<file path="src/rtl/spi_pkg.sv">
// Shared definitions for the mode-0 SPI master.
// Contents:
//   SPI_CPOL / SPI_CPHA / SPI_BYTE_BITS - fixed bus format (mode 0, byte framing)
//   SPI_CLK_DIV_50M                     - divider giving a 1 MHz SCK from the 50 MHz system clock
//   spi_state_e                         - controller state encoding
//   spi_timed_state()                   - states in which the SCK divider runs
package spi_pkg;

  localparam int SPI_CPOL      = 0;
  localparam int SPI_CPHA      = 0;
  localparam int SPI_BYTE_BITS = 8;

  localparam int SPI_SYS_CLK_HZ  = 50_000_000;
  localparam int SPI_SCK_HZ      = 1_000_000;
  localparam int SPI_CLK_DIV_50M = SPI_SYS_CLK_HZ / (2 * SPI_SCK_HZ);

  typedef enum logic [2:0] {
    ST_IDLE  = 3'd0,
    ST_SETUP = 3'd1,
    ST_LOAD  = 3'd2,
    ST_SHIFT = 3'd3,
    ST_HOLD  = 3'd4
  } spi_state_e;

  // LOAD is deliberately excluded: the divider stays parked at zero while
  // waiting for TX data so every byte starts on a clean half-period boundary.
  function automatic logic spi_timed_state(input spi_state_e s);
    return (s == ST_SETUP) || (s == ST_SHIFT) || (s == ST_HOLD);
  endfunction

endpackage

</file>
<file path="src/rtl/spi_master_clkgen.sv">
// SCK timing generator for the SPI master.
// Divides the system clock into SCK half-periods and counts them.
// Ports:
//   clk_i, rst_i  system clock, synchronous active-high reset
//   en_i          divider runs while high; counters are held at zero otherwise
//   clr_i         restart both counters (asserted on every state change)
//   shift_i       controller is shifting; qualifies the rise/fall strobes
//   tick_o        one-cycle strobe in the last system clock of a half-period
//   hp_o          index of the current half-period (0-based)
//   rise_o        SCK must rise at the end of this cycle
//   fall_o        SCK must fall at the end of this cycle
module spi_master_clkgen #(
  parameter int CLK_DIV = 25
) (
  input  logic       clk_i,
  input  logic       rst_i,
  input  logic       en_i,
  input  logic       clr_i,
  input  logic       shift_i,
  output logic       tick_o,
  output logic [3:0] hp_o,
  output logic       rise_o,
  output logic       fall_o
);

  localparam int DIV_W = (CLK_DIV > 1) ? $clog2(CLK_DIV) : 1;
  localparam logic [DIV_W-1:0] DIV_LAST = DIV_W'(CLK_DIV - 1);

  logic [DIV_W-1:0] div_q, div_d;
  logic [3:0]       hp_q, hp_d;

  assign tick_o = en_i && (div_q == DIV_LAST);
  assign hp_o   = hp_q;

  // Within SHIFT, even half-periods are SCK-low and odd ones SCK-high, so the
  // end of an even half-period is a rising edge and the end of an odd one a
  // falling edge.
  assign rise_o = tick_o && shift_i && !hp_q[0];
  assign fall_o = tick_o && shift_i &&  hp_q[0];

  always_comb begin
    div_d = div_q;
    hp_d  = hp_q;
    if (!en_i || clr_i) begin
      div_d = '0;
      hp_d  = '0;
    end else if (tick_o) begin
      div_d = '0;
      hp_d  = hp_q + 4'd1;
    end else begin
      div_d = div_q + DIV_W'(1);
    end
  end

  always_ff @(posedge clk_i) begin
    if (rst_i) begin
      div_q <= '0;
      hp_q  <= '0;
    end else begin
      div_q <= div_d;
      hp_q  <= hp_d;
    end
  end

endmodule

</file>
<file path="src/rtl/spi_master.sv">
// Byte-oriented SPI master, mode 0 (CPOL=0, CPHA=0), MSB first, active-low SS.
// One transaction of LEN bytes per START; TX bytes via ready/valid, RX bytes
// as one-cycle valid pulses.
// Ports:
//   SPI_MASTER_CLOCK_50       system clock
//   SPI_MASTER_RESET_InHigh   synchronous active-high reset
//   SPI_MASTER_START_In       one-cycle transaction request (ignored while busy or LEN=0)
//   SPI_MASTER_LEN_InBus      byte count, sampled with START
//   SPI_MASTER_TXDATA_InBus   next TX byte
//   SPI_MASTER_TXVALID_In     TX byte valid
//   SPI_MASTER_TXREADY_Out    master takes TXDATA this cycle
//   SPI_MASTER_RXDATA_OutBus  last received byte
//   SPI_MASTER_RXVALID_Out    one-cycle pulse, RXDATA is new
//   SPI_MASTER_BUSY_Out       transaction in progress
//   SPI_MASTER_DONE_Out       one-cycle pulse at end of transaction
//   SPI_MASTER_SCK_Out        SPI clock
//   SPI_MASTER_MOSI_Out       serial data out
//   SPI_MASTER_MISO_In        serial data in
//   SPI_MASTER_SS_OutLow      slave select, active low
//
// state | meaning
// IDLE  | SS high, waiting for START with LEN != 0
// SETUP | SS low, SCK low for CS_GAP half-periods before the first edge
// LOAD  | TXREADY high; waits (indefinitely) for the next TX byte
// SHIFT | 16 half-periods: sample MISO on rise, drive next MOSI bit on fall
// HOLD  | SS low, SCK low for CS_GAP half-periods, then DONE and back to IDLE
module spi_master
  import spi_pkg::*;
#(
  parameter int CLK_DIV = SPI_CLK_DIV_50M,
  parameter int CS_GAP  = 2,
  parameter int LEN_W   = 6
) (
  input  logic             SPI_MASTER_CLOCK_50,
  input  logic             SPI_MASTER_RESET_InHigh,
  input  logic             SPI_MASTER_START_In,
  input  logic [LEN_W-1:0] SPI_MASTER_LEN_InBus,
  input  logic [7:0]       SPI_MASTER_TXDATA_InBus,
  input  logic             SPI_MASTER_TXVALID_In,
  output logic             SPI_MASTER_TXREADY_Out,
  output logic [7:0]       SPI_MASTER_RXDATA_OutBus,
  output logic             SPI_MASTER_RXVALID_Out,
  output logic             SPI_MASTER_BUSY_Out,
  output logic             SPI_MASTER_DONE_Out,
  output logic             SPI_MASTER_SCK_Out,
  output logic             SPI_MASTER_MOSI_Out,
  input  logic             SPI_MASTER_MISO_In,
  output logic             SPI_MASTER_SS_OutLow
);

  localparam int BB = SPI_BYTE_BITS;
  // CS_GAP is counted in the 4-bit half-period counter, so it must be 1..16.
  localparam logic [3:0] GAP_LAST   = 4'(CS_GAP - 1);
  localparam logic [3:0] SHIFT_LAST = 4'(2 * BB - 1);
  localparam logic       SCK_IDLE   = 1'(SPI_CPOL);

  spi_state_e       state_q, state_d;
  logic [LEN_W-1:0] rem_q, rem_d;
  logic [BB-1:0]    tx_sr_q, tx_sr_d;
  logic [BB-1:0]    rx_sr_q, rx_sr_d;
  logic [BB-1:0]    rx_data_q, rx_data_d;
  logic             rx_valid_q, rx_valid_d;
  logic             done_q, done_d;
  logic             mosi_q, mosi_d;
  logic             sck_q, sck_d;
  logic             ss_q, busy_q;

  logic       tick, rise, fall;
  logic [3:0] hp;

  spi_master_clkgen #(
    .CLK_DIV (CLK_DIV)
  ) u_clkgen (
    .clk_i   (SPI_MASTER_CLOCK_50),
    .rst_i   (SPI_MASTER_RESET_InHigh),
    .en_i    (spi_timed_state(state_q)),
    .clr_i   (state_d != state_q),
    .shift_i (state_q == ST_SHIFT),
    .tick_o  (tick),
    .hp_o    (hp),
    .rise_o  (rise),
    .fall_o  (fall)
  );

  always_comb begin
    state_d    = state_q;
    rem_d      = rem_q;
    tx_sr_d    = tx_sr_q;
    rx_sr_d    = rx_sr_q;
    rx_data_d  = rx_data_q;
    rx_valid_d = 1'b0;
    done_d     = 1'b0;
    mosi_d     = mosi_q;
    sck_d      = (state_q == ST_SHIFT) ? sck_q : SCK_IDLE;

    unique case (state_q)
      ST_IDLE: begin
        if (SPI_MASTER_START_In && (SPI_MASTER_LEN_InBus != '0)) begin
          rem_d   = SPI_MASTER_LEN_InBus;
          state_d = ST_SETUP;
        end
      end

      ST_SETUP: begin
        if (tick && (hp == GAP_LAST)) state_d = ST_LOAD;
      end

      ST_LOAD: begin
        if (SPI_MASTER_TXVALID_In) begin
          tx_sr_d = SPI_MASTER_TXDATA_InBus;
          mosi_d  = SPI_MASTER_TXDATA_InBus[BB-1];
          state_d = ST_SHIFT;
        end
      end

      ST_SHIFT: begin
        if (rise) begin
          sck_d   = 1'b1;
          rx_sr_d = {rx_sr_q[BB-2:0], SPI_MASTER_MISO_In};
        end
        if (fall) begin
          sck_d = 1'b0;
          if (hp == SHIFT_LAST) begin
            // Byte complete: MOSI keeps the LSB, no further update.
            rx_data_d  = rx_sr_q;
            rx_valid_d = 1'b1;
            rem_d      = rem_q - LEN_W'(1);
            state_d    = (rem_q == LEN_W'(1)) ? ST_HOLD : ST_LOAD;
          end else begin
            tx_sr_d = {tx_sr_q[BB-2:0], 1'b0};
            mosi_d  = tx_sr_q[BB-2];
          end
        end
      end

      ST_HOLD: begin
        if (tick && (hp == GAP_LAST)) begin
          state_d = ST_IDLE;
          done_d  = 1'b1;
        end
      end

      default: state_d = ST_IDLE;
    endcase
  end

  // SS and BUSY are registered from the next state so SS never glitches on
  // state-decode transitions.
  always_ff @(posedge SPI_MASTER_CLOCK_50) begin
    if (SPI_MASTER_RESET_InHigh) begin
      state_q    <= ST_IDLE;
      rem_q      <= '0;
      tx_sr_q    <= '0;
      rx_sr_q    <= '0;
      rx_data_q  <= '0;
      rx_valid_q <= 1'b0;
      done_q     <= 1'b0;
      mosi_q     <= 1'b0;
      sck_q      <= SCK_IDLE;
      ss_q       <= 1'b1;
      busy_q     <= 1'b0;
    end else begin
      state_q    <= state_d;
      rem_q      <= rem_d;
      tx_sr_q    <= tx_sr_d;
      rx_sr_q    <= rx_sr_d;
      rx_data_q  <= rx_data_d;
      rx_valid_q <= rx_valid_d;
      done_q     <= done_d;
      mosi_q     <= mosi_d;
      sck_q      <= sck_d;
      ss_q       <= (state_d == ST_IDLE);
      busy_q     <= (state_d != ST_IDLE);
    end
  end

  assign SPI_MASTER_TXREADY_Out   = (state_q == ST_LOAD);
  assign SPI_MASTER_RXDATA_OutBus = rx_data_q;
  assign SPI_MASTER_RXVALID_Out   = rx_valid_q;
  assign SPI_MASTER_BUSY_Out      = busy_q;
  assign SPI_MASTER_DONE_Out      = done_q;
  assign SPI_MASTER_SCK_Out       = sck_q;
  assign SPI_MASTER_MOSI_Out      = mosi_q;
  assign SPI_MASTER_SS_OutLow     = ss_q;

endmodule

</file>
<file path="config.mk">
export PLATFORM = sky130hd
export DESIGN_NAME = spi_master
export DESIGN_NICKNAME = d
export VERILOG_FILES = /design/src/rtl/spi_pkg.sv /design/src/rtl/spi_master_clkgen.sv /design/src/rtl/spi_master.sv
export SDC_FILE = /design/constraint.sdc
export NUM_CORES = 1
export LEC_CHECK = 0
export CAP_MARGIN = 10
export CORE_MARGIN = 2
export CORE_UTILIZATION = 30
export DETAILED_ROUTE_END_ITERATION = 7
export HOLD_SLACK_MARGIN = 0.06
export PLACE_DENSITY = 0.55
export SYNTH_ARGS = -nofsm -noshare
export SYNTH_HDL_FRONTEND = slang
export SYNTH_HIERARCHICAL = 1
export SYNTH_SLANG_ARGS = --single-unit
</file>
<file path="constraint.sdc">
create_clock -name SPI_MASTER_CLOCK_50 -period 3 [get_ports SPI_MASTER_CLOCK_50]
set_clock_uncertainty 0.2 [all_clocks]
set_input_delay 0.45 -clock SPI_MASTER_CLOCK_50 [delete_from_list [all_inputs] [get_ports SPI_MASTER_CLOCK_50]]
set_output_delay 0.45 -clock SPI_MASTER_CLOCK_50 [all_outputs]
set_load 0.01 [all_outputs]
</file>
==> flow_summary.ini, run 1 <==
[cells_and_area]
mostFrequentLayoutCells = 46 x sky130_fd_sc_hd__dfxtp_1, 42 x sky130_fd_sc_hd__nand2_1, 33 x sky130_fd_sc_hd__a21oi_1, 33 x sky130_fd_sc_hd__clkdlybuf4s50_1, 17 x sky130_fd_sc_hd__nor2_1
layout.cells.most_common = sky130_fd_sc_hd__dfxtp_1
finalNetCount = 326
register_area_um2 = 942
drive_gt1_share_pct = 13.2
fill_cell_total_of_the_finished_layout = 741
multiInputGateArea_um2 = 1230
signed_area_change_from_the_synthesized_netlist_to_the_final_layout_pct = 25.4
ant_diodes = 0
stdcell_area_um2 = 2870

[global_route]
number_of_antenna_violations_at_the_first_check_in_global_routing = 0
grt_overflow_total = 0
overall_global_routing_usage_pct = 12.7
wire_length_of_the_first_global_routing_pass_mm = 8.78
maximum_number_of_pins_on_one_net_before_global_route_repair = 38
via_count_of_the_first_global_routing_pass = 1874

[detailed_routing]
detailed_router_iteration_count_before_antenna_repair = 4
drt_drc_violations_left = 0
vias = 1958
antenna_violating_nets_post_route = 0
first_iter_violations = 102
via_density_per_instance = 4.87
detail_route.wirelength_mm = 5.15
drt-wirelength-per-cell_um = 12.8

[setup_path]
cp_top_family = simple AND/OR/NAND/NOR gates
timing.rr.end = u_clkgen/hp_o[1]
timing.critical_path.from = state_q[0]
timing_worst_setup_path_type = flip-flop to flip-flop
cp_data_required_time_ns = 2.99
critPathCaptureType = flip-flop
worst_case_register_to_register_setup_slack_ns = 0.22
worst_r2r_startpoint = state_q[0]
timing.critical_path.to = u_clkgen/hp_o[1]
crit_path_max_incr_delay_ns = 0.42
worstPathMaxFanout = 6
worstRegToRegCells = 14
crit_arrival_ns = 2.76
kind_of_start_point_of_the_critical_path = flip-flop
crit_buf_inv = 3
timing.critical_path.slowest_stage_cell = sky130_fd_sc_hd__dfxtp_2
crit_chain = inv_1, o21ai_0, buf_4, nand4_4, nor2_1, and3_1, nand2_2, nor2_1, o22ai_1, a22oi_1, nor3b_1, buf_4, nand2_1, mux2i_1
crit_cells = 14

[timing]
worst-slew-pin-transition_ns = 0.520
achievable-frequency_ghz = 0.360
timing.final.crit_period_ns = 2.78
post-route-period-util_pct = 92.5
hold_violations = 0
fin_setup_tns_ns = 0
timing.final.max_slew_violations = 0
grt_setup_unrepaired = no
setup_violations = 0
maxSlewHeadroom_pct = 65.3

[floorplanning]
starting_density_of_the_core_pct = 31.2
floorplan.core_area_um2 = 7330
std_cell_rows = 31
dieArea_um2 = 8340
ioPinCount = 34
fp.dieW_um = 91.3
die-height_um = 91.3

[cts]
clock-sinks = 47
root_buffer = sky130_fd_sc_hd__clkbuf_8
insertion_delay_ns = 0.31
cts_tree = built
post-cts-setup-buffers = 0
cts_hold_repair.buffers = 0
ctsHtreeMaxLevel = 2
numCtsBuffers = 5
cts_max_path_buffers = 2
clk_pin_slew_worst_paths_ns = 0.10

[hold_path]
holdPathStages = 2
holdCritPathClass = flip-flop to flip-flop

[power]
maximum_ir_drop_on_the_vdd_rail_mv = 0.174
total_leakage_power_nw = 1.03
power_per_cell_area_nw_per_um2 = 405

[placed_design]
routability_congestion = 0.776
placed_cell_area_um2 = 2770
place.detailed.hpwl_mm = 3.69
portBuffers = 33

[logic_synthesis]
postSynthAreaPerCell_um2 = 8.67
synth_seq_cells = 47
net_count_of_the_mapped_netlist = 288
synth_enable_flop_cells = 0
async_flop_share_pct = 0
ys_dominant_reg_cell = sky130_fd_sc_hd__dfxtp_1
synth_seq_area_share_pct = 41.1
synthDistinctLibCells = 60
syn-cell-area_um2 = 2290
yosysWarningCount = 6
netlist_instances = 264

[outcome]
run_status = finished, final reports clean

[job]
maxCapViolCount = 0
[registers in the layout, indices dropped and copies added (netlist names)]
name,count
SPI_MASTER_BUSY_Out,1
SPI_MASTER_DONE_Out,1
SPI_MASTER_MOSI_Out,1
SPI_MASTER_RXDATA_OutBus,8
SPI_MASTER_RXVALID_Out,1
SPI_MASTER_SCK_Out,1
SPI_MASTER_SS_OutLow,1
rem_q,6
rx_sr_q,8
state_q,3
tx_sr_q,7
u_clkgen/div_q,5
u_clkgen/hp_o,4
[power by group]
| group | internal, W | leakage (nW) | switching, W |
|---|---|---|---|
| clock network | 0.000173 | 0.0467 | 0.000234 |
| registers | 0.000633 | 0.381 | 0.00000816 |
| logic | 0.0000587 | 0.602 | 0.0000566 |
| total | 0.000864 | 1.03 | 0.000299 |
[timing repair]
action | 4_1_cts | 5_1_grt
endpoints found under the hold margin | 0 | 0
resized for setup | 0 | 2
setup endpoints to repair | 0 | 9
[cells by family (layout without fill, tap and decap cells)]
logic type | Yosys count | after routing | synth area share (%)
AND/OR/NAND/NOR | 101 | 101 | 23.9
AO/OA/AOI/OAI | 73 | 73 | 22.1
flip-flops | 47 | 47 | 41.1
buffers and inverters | 26 | 65 | 5.08
multiplexers | 8 | 8 | 3.50
adder cells (fa/ha/maj) | 5 | 5 | 2.73
XOR/XNOR | 4 | 4 | 1.53
[synth_stat cells (2+ instances only)]
library cell | number | share of area [%]
sky130_fd_sc_hd__xnor2_1 | 2 | 0.77
sky130_fd_sc_hd__o21a_1 | 2 | 0.66
sky130_fd_sc_hd__nand3_1 | 5 | 1.1
sky130_fd_sc_hd__buf_2 | 6 | 1.3
sky130_fd_sc_hd__nor3_1 | 2 | 0.44
sky130_fd_sc_hd__dfxtp_1 | 47 | 41
sky130_fd_sc_hd__nand4_1 | 2 | 0.55
sky130_fd_sc_hd__a211oi_1 | 2 | 0.66
sky130_fd_sc_hd__buf_4 | 3 | 0.98
sky130_fd_sc_hd__xor2_1 | 2 | 0.77
sky130_fd_sc_hd__a311oi_1 | 7 | 2.7
sky130_fd_sc_hd__and3_1 | 2 | 0.55
sky130_fd_sc_hd__o21ai_0 | 2 | 0.44
sky130_fd_sc_hd__nand2b_1 | 3 | 0.82
sky130_fd_sc_hd__or3_1 | 2 | 0.55
sky130_fd_sc_hd__or2_2 | 2 | 0.55
sky130_fd_sc_hd__nor2_1 | 17 | 2.8
sky130_fd_sc_hd__a32o_1 | 2 | 0.87
sky130_fd_sc_hd__nor3b_1 | 3 | 0.98
sky130_fd_sc_hd__mux2i_1 | 8 | 3.5
sky130_fd_sc_hd__clkbuf_1 | 7 | 1.1
sky130_fd_sc_hd__o22ai_1 | 6 | 1.6
sky130_fd_sc_hd__nor2b_1 | 2 | 0.55
sky130_fd_sc_hd__nand3b_1 | 3 | 0.98
sky130_fd_sc_hd__nor4_1 | 2 | 0.55
sky130_fd_sc_hd__nand2_1 | 42 | 6.9
sky130_fd_sc_hd__ha_1 | 5 | 2.7
sky130_fd_sc_hd__and2_1 | 3 | 0.82
sky130_fd_sc_hd__a21oi_1 | 33 | 7.2
sky130_fd_sc_hd__inv_1 | 9 | 1.5
sky130_fd_sc_hd__o21ai_2 | 2 | 0.77
[cell type report]
cell class                      instances  share of cell area (%)
Multi-Input combinational cell        191                    43.0
Sequential cell                        47                    32.8
Timing Repair Buffer                   47                    15.2
Tap cell                               99                    4.32
Clock buffer                            5                    2.40
Inverter                               10                    1.31
Clock inverter                          3                   0.959
[worst min-delay path by stage]
stage	from	endpoint
6_report	SPI_MASTER_RXDATA_OutBus[5]	SPI_MASTER_RXDATA_OutBus[5]
5_1_grt	SPI_MASTER_RXDATA_OutBus[4]	SPI_MASTER_RXDATA_OutBus[4]
4_1_cts	SPI_MASTER_RXDATA_OutBus[1]	SPI_MASTER_RXDATA_OutBus[1]
3_5_place_dp	SPI_MASTER_RXDATA_OutBus[5]	SPI_MASTER_RXDATA_OutBus[5]
3_3_place_gp	SPI_MASTER_RXDATA_OutBus[3]	SPI_MASTER_RXDATA_OutBus[3]
2_1_floorplan	u_clkgen/div_q[0]	u_clkgen/div_q[0]
[metal layers]
layer  routed length [um]  GRT usage [%]  part of all wire [%]  up-vias
met5                    0              0                     0        -
met4                   14           2.65                  0.27        0
met3                  197           2.74                   3.8        2
met2                 2400           21.2                    47       38
met1                 2530           17.0                    49      893
li1                     -              -                     -     1025
[tightest hold or removal path, delay by kind of cell, from the launching register on]
family,cells,cell delay (ns)
compound gates,1,0.05
flops,1,0.32
simple gates,1,0.05
[stage by stage]
step	total power, W	util, %	instances	hold WS (ns)	setup slack [ns]
after detailed placement	0.000770	37.8	394	0.247	0.104
after floorplan	0.000719	-	264	0.230	0.260
after global placement	0.000770	37.8	394	0.242	0.136
after global routing	0.00122	39.2	402	0.273	0.0173
final	0.00116	39.2	402	0.256	0.224
after CTS	0.00118	39.1	402	0.261	0.0520
No activity file was read; power rests on OpenSTA's default activity.
==> run 2, diff against run 1 <==
--- a/config.mk
+++ b/config.mk
@@ -8,9 +8,8 @@
 export CAP_MARGIN = 10
 export CORE_MARGIN = 2
 export CORE_UTILIZATION = 30
+export CTS_BUF_LIST = sky130_fd_sc_hd__clkbuf_4 sky130_fd_sc_hd__clkbuf_8
 export DETAILED_ROUTE_END_ITERATION = 7
-export HOLD_SLACK_MARGIN = 0.06
-export PLACE_DENSITY = 0.55
 export SYNTH_ARGS = -nofsm -noshare
 export SYNTH_HDL_FRONTEND = slang
 export SYNTH_HIERARCHICAL = 1
==> run 2 against run 1 <==
Against the previous run:
- sequential share of layout area shrank 0.49 points
- cell count is 0.25% higher
- critical path depth fell by 1
- critical path type unchanged
- combinational power about the same
- wire length down 0.68%
- design area increased by 1.5%
- worst setup slack gained 0.052 ns
- non-clock buffer count rose by 1
- highest routed layer unchanged
- register-to-register slack improved by 0.05 ns
- core utilization grew 0.60 points
- via count fell by 0.41%
- power rose by 12%
- largest power group unchanged
==> flow_summary.ini, run 2 (synthesis results as in run 1) <==
[floorplanning]
floorplan.core_area_um2 = 7330
fp.dieW_um = 91.3
starting_density_of_the_core_pct = 31.2
die-height_um = 91.3
ioPinCount = 34
dieArea_um2 = 8340
std_cell_rows = 31

[detailed_routing]
drt-wirelength-per-cell_um = 12.7
detailed_router_iteration_count_before_antenna_repair = 6
via_density_per_instance = 4.84
drt_drc_violations_left = 0
antenna_violating_nets_post_route = 0
detail_route.wirelength_mm = 5.11
vias = 1950
first_iter_violations = 75

[power]
maximum_ir_drop_on_the_vdd_rail_mv = 0.170
power_per_cell_area_nw_per_um2 = 449
power.share.combinational_pct = 8.8
total_leakage_power_nw = 1.05
power_report.internal_total_w = 0.00102
total_power_w = 0.00131
power_switching_w = 0.000284
switching_share_of_power_pct = 21.7
seq_power_share_pct = 48.9
pwr-share-clk_pct = 42.2

[cells_and_area]
mostFrequentLayoutCells = 46 x sky130_fd_sc_hd__dfxtp_1, 42 x sky130_fd_sc_hd__nand2_1, 33 x sky130_fd_sc_hd__a21oi_1, 33 x sky130_fd_sc_hd__clkdlybuf4s50_1, 17 x sky130_fd_sc_hd__nor2_1
ant_diodes = 0
drive_gt1_share_pct = 13.2
finalNetCount = 327
signed_area_change_from_the_synthesized_netlist_to_the_final_layout_pct = 27.3
fill_cell_total_of_the_finished_layout = 730
layout.cells.most_common = sky130_fd_sc_hd__dfxtp_1

[timing]
fin_setup_tns_ns = 0
worst-slew-pin-transition_ns = 0.502
timing.final.max_slew_violations = 0
post-route-period-util_pct = 90.8
setup_violations = 0
hold_violations = 0
achievable-frequency_ghz = 0.367
grt_setup_unrepaired = no
timing.final.crit_period_ns = 2.72
maxSlewHeadroom_pct = 66.2

[cts]
clock-sinks = 47
insertion_delay_ns = 0.30
clk_pin_slew_worst_paths_ns = 0.09
numCtsBuffers = 5
root_buffer = sky130_fd_sc_hd__clkbuf_8
cts_hold_repair.buffers = 0
cts_tree = built
cts_max_path_buffers = 2
ctsHtreeMaxLevel = 2

[setup_path]
cp_data_required_time_ns = 2.98
critPathCaptureType = flip-flop
kind_of_start_point_of_the_critical_path = flip-flop
timing_worst_setup_path_type = flip-flop to flip-flop
worstPathMaxFanout = 6
worstRegToRegCells = 13
crit_arrival_ns = 2.71

[hold_path]
holdCritPathClass = flip-flop to flip-flop
holdPathStages = 2

[global_route]
maximum_number_of_pins_on_one_net_before_global_route_repair = 23
grt_overflow_total = 0
number_of_antenna_violations_at_the_first_check_in_global_routing = 0
wire_length_of_the_first_global_routing_pass_mm = 8.65
overall_global_routing_usage_pct = 12.9
via_count_of_the_first_global_routing_pass = 1851

[outcome]
run_status = finished, final reports clean

[job]
maxCapViolCount = 0

[placed_design]
place.detailed.hpwl_mm = 3.75
routability_congestion = 0.780
portBuffers = 33
[run 2: cell type report]
type,count,area [um2],area share (%)
clock buffers,5,68.8,2.36
clock inverters,3,67.6,2.32
inverters,10,37.5,1.29
multi-input cells,191,1230,42.2
flip-flops and latches,47,942,32.3
well taps,99,124,4.25
repair buffers,48,443,15.2
[run 2: what timing repair did]
| item | 4_1_cts | 5_1_grt |
|---|---|---|
| gates resized for setup | 0 | 1 |
| buffers inserted | 0 | 0 |
| endpoints found under the setup margin | 0 | 7 |
[run 2: path summary, 6_finish.rpt]
path / slack (ns) / to / startpoint
setup / recovery: 0.28 / u_clkgen/div_q[4] / state_q[0]
hold / removal: 0.25 / SPI_MASTER_RXDATA_OutBus[7] / SPI_MASTER_RXDATA_OutBus[7]
setup reg to reg: 0.28 / u_clkgen/div_q[4] / state_q[0]
hold reg to reg: 0.25 / SPI_MASTER_RXDATA_OutBus[7] / SPI_MASTER_RXDATA_OutBus[7]
[run 2: power groups by stage]
stage	Sequential, W	Combinational [W]	Clock [W]
floorplan	0.000653	0.0000658	0
global placement	0.000654	0.000115	0
detailed placement	0.000654	0.000115	0
CTS	0.000640	0.000116	0.000568
global route	0.000642	0.000127	0.000591
finish	0.000640	0.000116	0.000552
[run 2: worst max-delay path, cell delays in order, from the launching register on]
cell	delay [ns]
sky130_fd_sc_hd__dfxtp_2	0.42
sky130_fd_sc_hd__inv_1	0.11
sky130_fd_sc_hd__o21ai_0	0.17
sky130_fd_sc_hd__buf_4	0.16
sky130_fd_sc_hd__nand4_4	0.10
sky130_fd_sc_hd__nor2_1	0.23
sky130_fd_sc_hd__and3_1	0.25
sky130_fd_sc_hd__nand2_2	0.10
sky130_fd_sc_hd__nor2_1	0.14
sky130_fd_sc_hd__o22ai_1	0.11
sky130_fd_sc_hd__a22oi_1	0.22
sky130_fd_sc_hd__nor3b_1	0.09
sky130_fd_sc_hd__o21ai_1	0.21
sky130_fd_sc_hd__nor2_1	0.10
[run 2: through the flow]
step / util [%] / std cells / setup slack, ns / cell area, um2 / hold WS, ns
after global routing: 39.8 / 403 / 0.00658 / 2910 / 0.278
final: 39.8 / 403 / 0.276 / 2910 / 0.254
after detailed placement: 37.9 / 395 / 0.0995 / 2780 / 0.246
after global placement: 37.9 / 395 / 0.136 / 2780 / 0.242
after CTS: 39.7 / 403 / 0.142 / 2910 / 0.258
after floorplan: - / 264 / 0.260 / 2290 / 0.230
[run 2: metal layers]
layer | up-vias | wire, um | track usage, %
li1 | 1024 | - | -
met1 | 882 | 2600 | 17.7
met2 | 42 | 2240 | 19.7
met3 | 2 | 227 | 3.24
met4 | 0 | 37 | 4.67
met5 | - | 0 | 0
==> run 3, diff against run 2 <==
--- a/config.mk
+++ b/config.mk
@@ -6,10 +6,10 @@
 export NUM_CORES = 1
 export LEC_CHECK = 0
 export CAP_MARGIN = 10
-export CORE_MARGIN = 2
 export CORE_UTILIZATION = 30
 export CTS_BUF_LIST = sky130_fd_sc_hd__clkbuf_4 sky130_fd_sc_hd__clkbuf_8
 export DETAILED_ROUTE_END_ITERATION = 7
+export GPL_ROUTABILITY_DRIVEN = 0
 export SYNTH_ARGS = -nofsm -noshare
 export SYNTH_HDL_FRONTEND = slang
 export SYNTH_HIERARCHICAL = 1
==> run 3 against run 2 <==
Against the previous run:
- worst hold slack improved by 0.0015 ns
- die area fell by 4.3%
- largest cell class unchanged
- register-to-register slack barely moved
- core utilization fell by 0.75 points
- critical endpoint unchanged
- sequential cell count did not move
- combinational power barely moved
==> flow_summary.ini, run 3 (synthesis results as in run 1) <==
[timing]
slack_of_the_critical_path_ns = 0.277
grt_setup_unrepaired = no
fin_setup_tns_ns = 0
setup_violations = 0
maxSlewHeadroom_pct = 69.7
timing.final.max_slew_violations = 0
hold_violations = 0
post-route-period-util_pct = 90.8
timing.final.crit_period_ns = 2.72
achievable-frequency_ghz = 0.367
worst-slew-pin-transition_ns = 0.451
fin_worst_hold_slack_ns = 0.256

[placed_design]
place.detailed.hpwl_mm = 3.62
portBuffers = 33
detailedPlace.worstSlack_ns = 0.0962

[cts]
cts_repair_resize_count = 0
cts_hold_repair.buffers = 0
cts_tree = built
root_buffer = sky130_fd_sc_hd__clkbuf_8
post-cts-setup-buffers = 0
ctsHtreeMaxLevel = 2
numCtsBuffers = 5
clock-sinks = 47
insertion_delay_ns = 0.30
clk_pin_slew_worst_paths_ns = 0.09
cts_max_path_buffers = 2

[floorplanning]
fp.dieW_um = 89.3
ioPinCount = 34
floorplan.core_area_um2 = 7330
starting_density_of_the_core_pct = 31.2
dieArea_um2 = 7980
std_cell_rows = 31
die-height_um = 89.3

[setup_path]
cp_data_required_time_ns = 2.98
worstPathMaxFanout = 9
kind_of_start_point_of_the_critical_path = flip-flop
worst_r2r_startpoint = state_q[0]
worstRegToRegCells = 14
timing.critical_path.from = state_q[0]
timing_worst_setup_path_type = flip-flop to flip-flop
crit_chain = nor2_1, nand2_1, o21ai_0, buf_4, nand4_4, nor2_1, and3_1, nand2_2, nor2_1, o22ai_1, a22oi_1, nor3b_1, o21ai_1, nor2_1
timing.critical_path.slowest_stage_cell = sky130_fd_sc_hd__dfxtp_2
timing.rr.end = u_clkgen/div_q[4]
worst_case_register_to_register_setup_slack_ns = 0.28
crit_path_max_incr_delay_ns = 0.37
critPathCaptureType = flip-flop
crit_path_frequent_cell = sky130_fd_sc_hd__nor2_1
crit_arrival_ns = 2.71

[global_route]
via_count_of_the_first_global_routing_pass = 1868
wire_length_of_the_first_global_routing_pass_mm = 8.49
maximum_number_of_pins_on_one_net_before_global_route_repair = 37
grt_overflow_total = 0
number_of_antenna_violations_at_the_first_check_in_global_routing = 0
overall_global_routing_usage_pct = 13.7

[power]
power_per_cell_area_nw_per_um2 = 395
switching_share_of_power_pct = 24.5
pwr-share-clk_pct = 33.2
power_switching_w = 0.000276
power_report.internal_total_w = 0.000853
seq_power_share_pct = 56.7
total_power_w = 0.00113
power.share.combinational_pct = 10.1
maximum_ir_drop_on_the_vdd_rail_mv = 0.194
total_leakage_power_nw = 1.02

[hold_path]
timing.hold.worst.start = SPI_MASTER_RXDATA_OutBus[1]
holdCritPathClass = flip-flop to flip-flop
min_delay_worst_endpoint = SPI_MASTER_RXDATA_OutBus[1]
holdPathStages = 2

[cells_and_area]
drive_gt1_share_pct = 12.9
ant_diodes = 0
finish.utilization_pct = 39.0
layout.cells.most_common = sky130_fd_sc_hd__dfxtp_1
signed_area_change_from_the_synthesized_netlist_to_the_final_layout_pct = 24.9
finalNetCount = 326
mostFrequentLayoutCells = 46 x sky130_fd_sc_hd__dfxtp_1, 42 x sky130_fd_sc_hd__nand2_1, 33 x sky130_fd_sc_hd__a21oi_1, 33 x sky130_fd_sc_hd__clkdlybuf4s50_1, 17 x sky130_fd_sc_hd__nor2_1

[detailed_routing]
via_density_per_instance = 4.93
antenna_violating_nets_post_route = 0
vias = 1981
drt_drc_violations_left = 0
detailed_router_iteration_count_before_antenna_repair = 4
first_iter_violations = 125
drt-wirelength-per-cell_um = 12.4
detail_route.wirelength_mm = 4.98

[job]
maxCapViolCount = 0

[outcome]
run_status = finished, final reports clean
## run 3: cell types whose count changed in the layout (fill, tap and decap cells not counted), sizes merged
cell      change
bufinv        -2
buf           -1
clkinv        +1
clkinvlp      +1
## run 3: critical path, delay by kind of cell (launching register included)
kind	cells	cell delay, ns
AND/OR/NAND/NOR	9	1.24
AO/OA/AOI/OAI	4	0.66
flip-flops	1	0.37
buffers and inverters	1	0.15
## run 3: layout make-up
cell class	count	area [um2]
clock inverter	3	20.0
timing repair buffer	47	435
inverter	10	37.5
sequential	47	942
tap	99	124
multi-input combinational	191	1230
fill	738	4470
clock buffer	5	68.8
## run 3: worst max path at each step
stage | slack, ns | to | cells past startpoint
3_5_place_dp | 0.1 | u_clkgen/div_q[3] | 8
5_1_grt | 0.03 | u_clkgen/div_q[3] | 14
6_report | 0.28 | u_clkgen/div_q[4] | 14
3_3_place_gp | 0.16 | u_clkgen/hp_o[0] | 7
2_1_floorplan | 0.26 | u_clkgen/div_q[2] | 13
4_1_cts | 0.18 | u_clkgen/div_q[4] | 13
## run 3: per-layer routing
| metal | GRT usage, % | part of all wire (%) |
|---|---|---|
| met2 | 22.7 | 44 |
| met3 | 3.32 | 5.1 |
| met1 | 17.6 | 50 |
| met5 | 0 | 0 |
| met4 | 3.90 | 0.80 |
## run 3: metrics by stage
stage | std cells | instance area, um2
after floorplan | 264 | 2290
after global placement | 394 | 2770
after detailed placement | 394 | 2770
after CTS | 402 | 2860
after global routing | 402 | 2860
final | 402 | 2860
## run 3: power groups by stage
stage / clock network (W) / registers (W) / logic [W]
global route: 0.000422 / 0.000642 / 0.000126
finish: 0.000375 / 0.000640 / 0.000114
global placement: 0 / 0.000654 / 0.000114
floorplan: 0 / 0.000653 / 0.0000658
detailed placement: 0 / 0.000654 / 0.000114
CTS: 0.000391 / 0.000640 / 0.000114
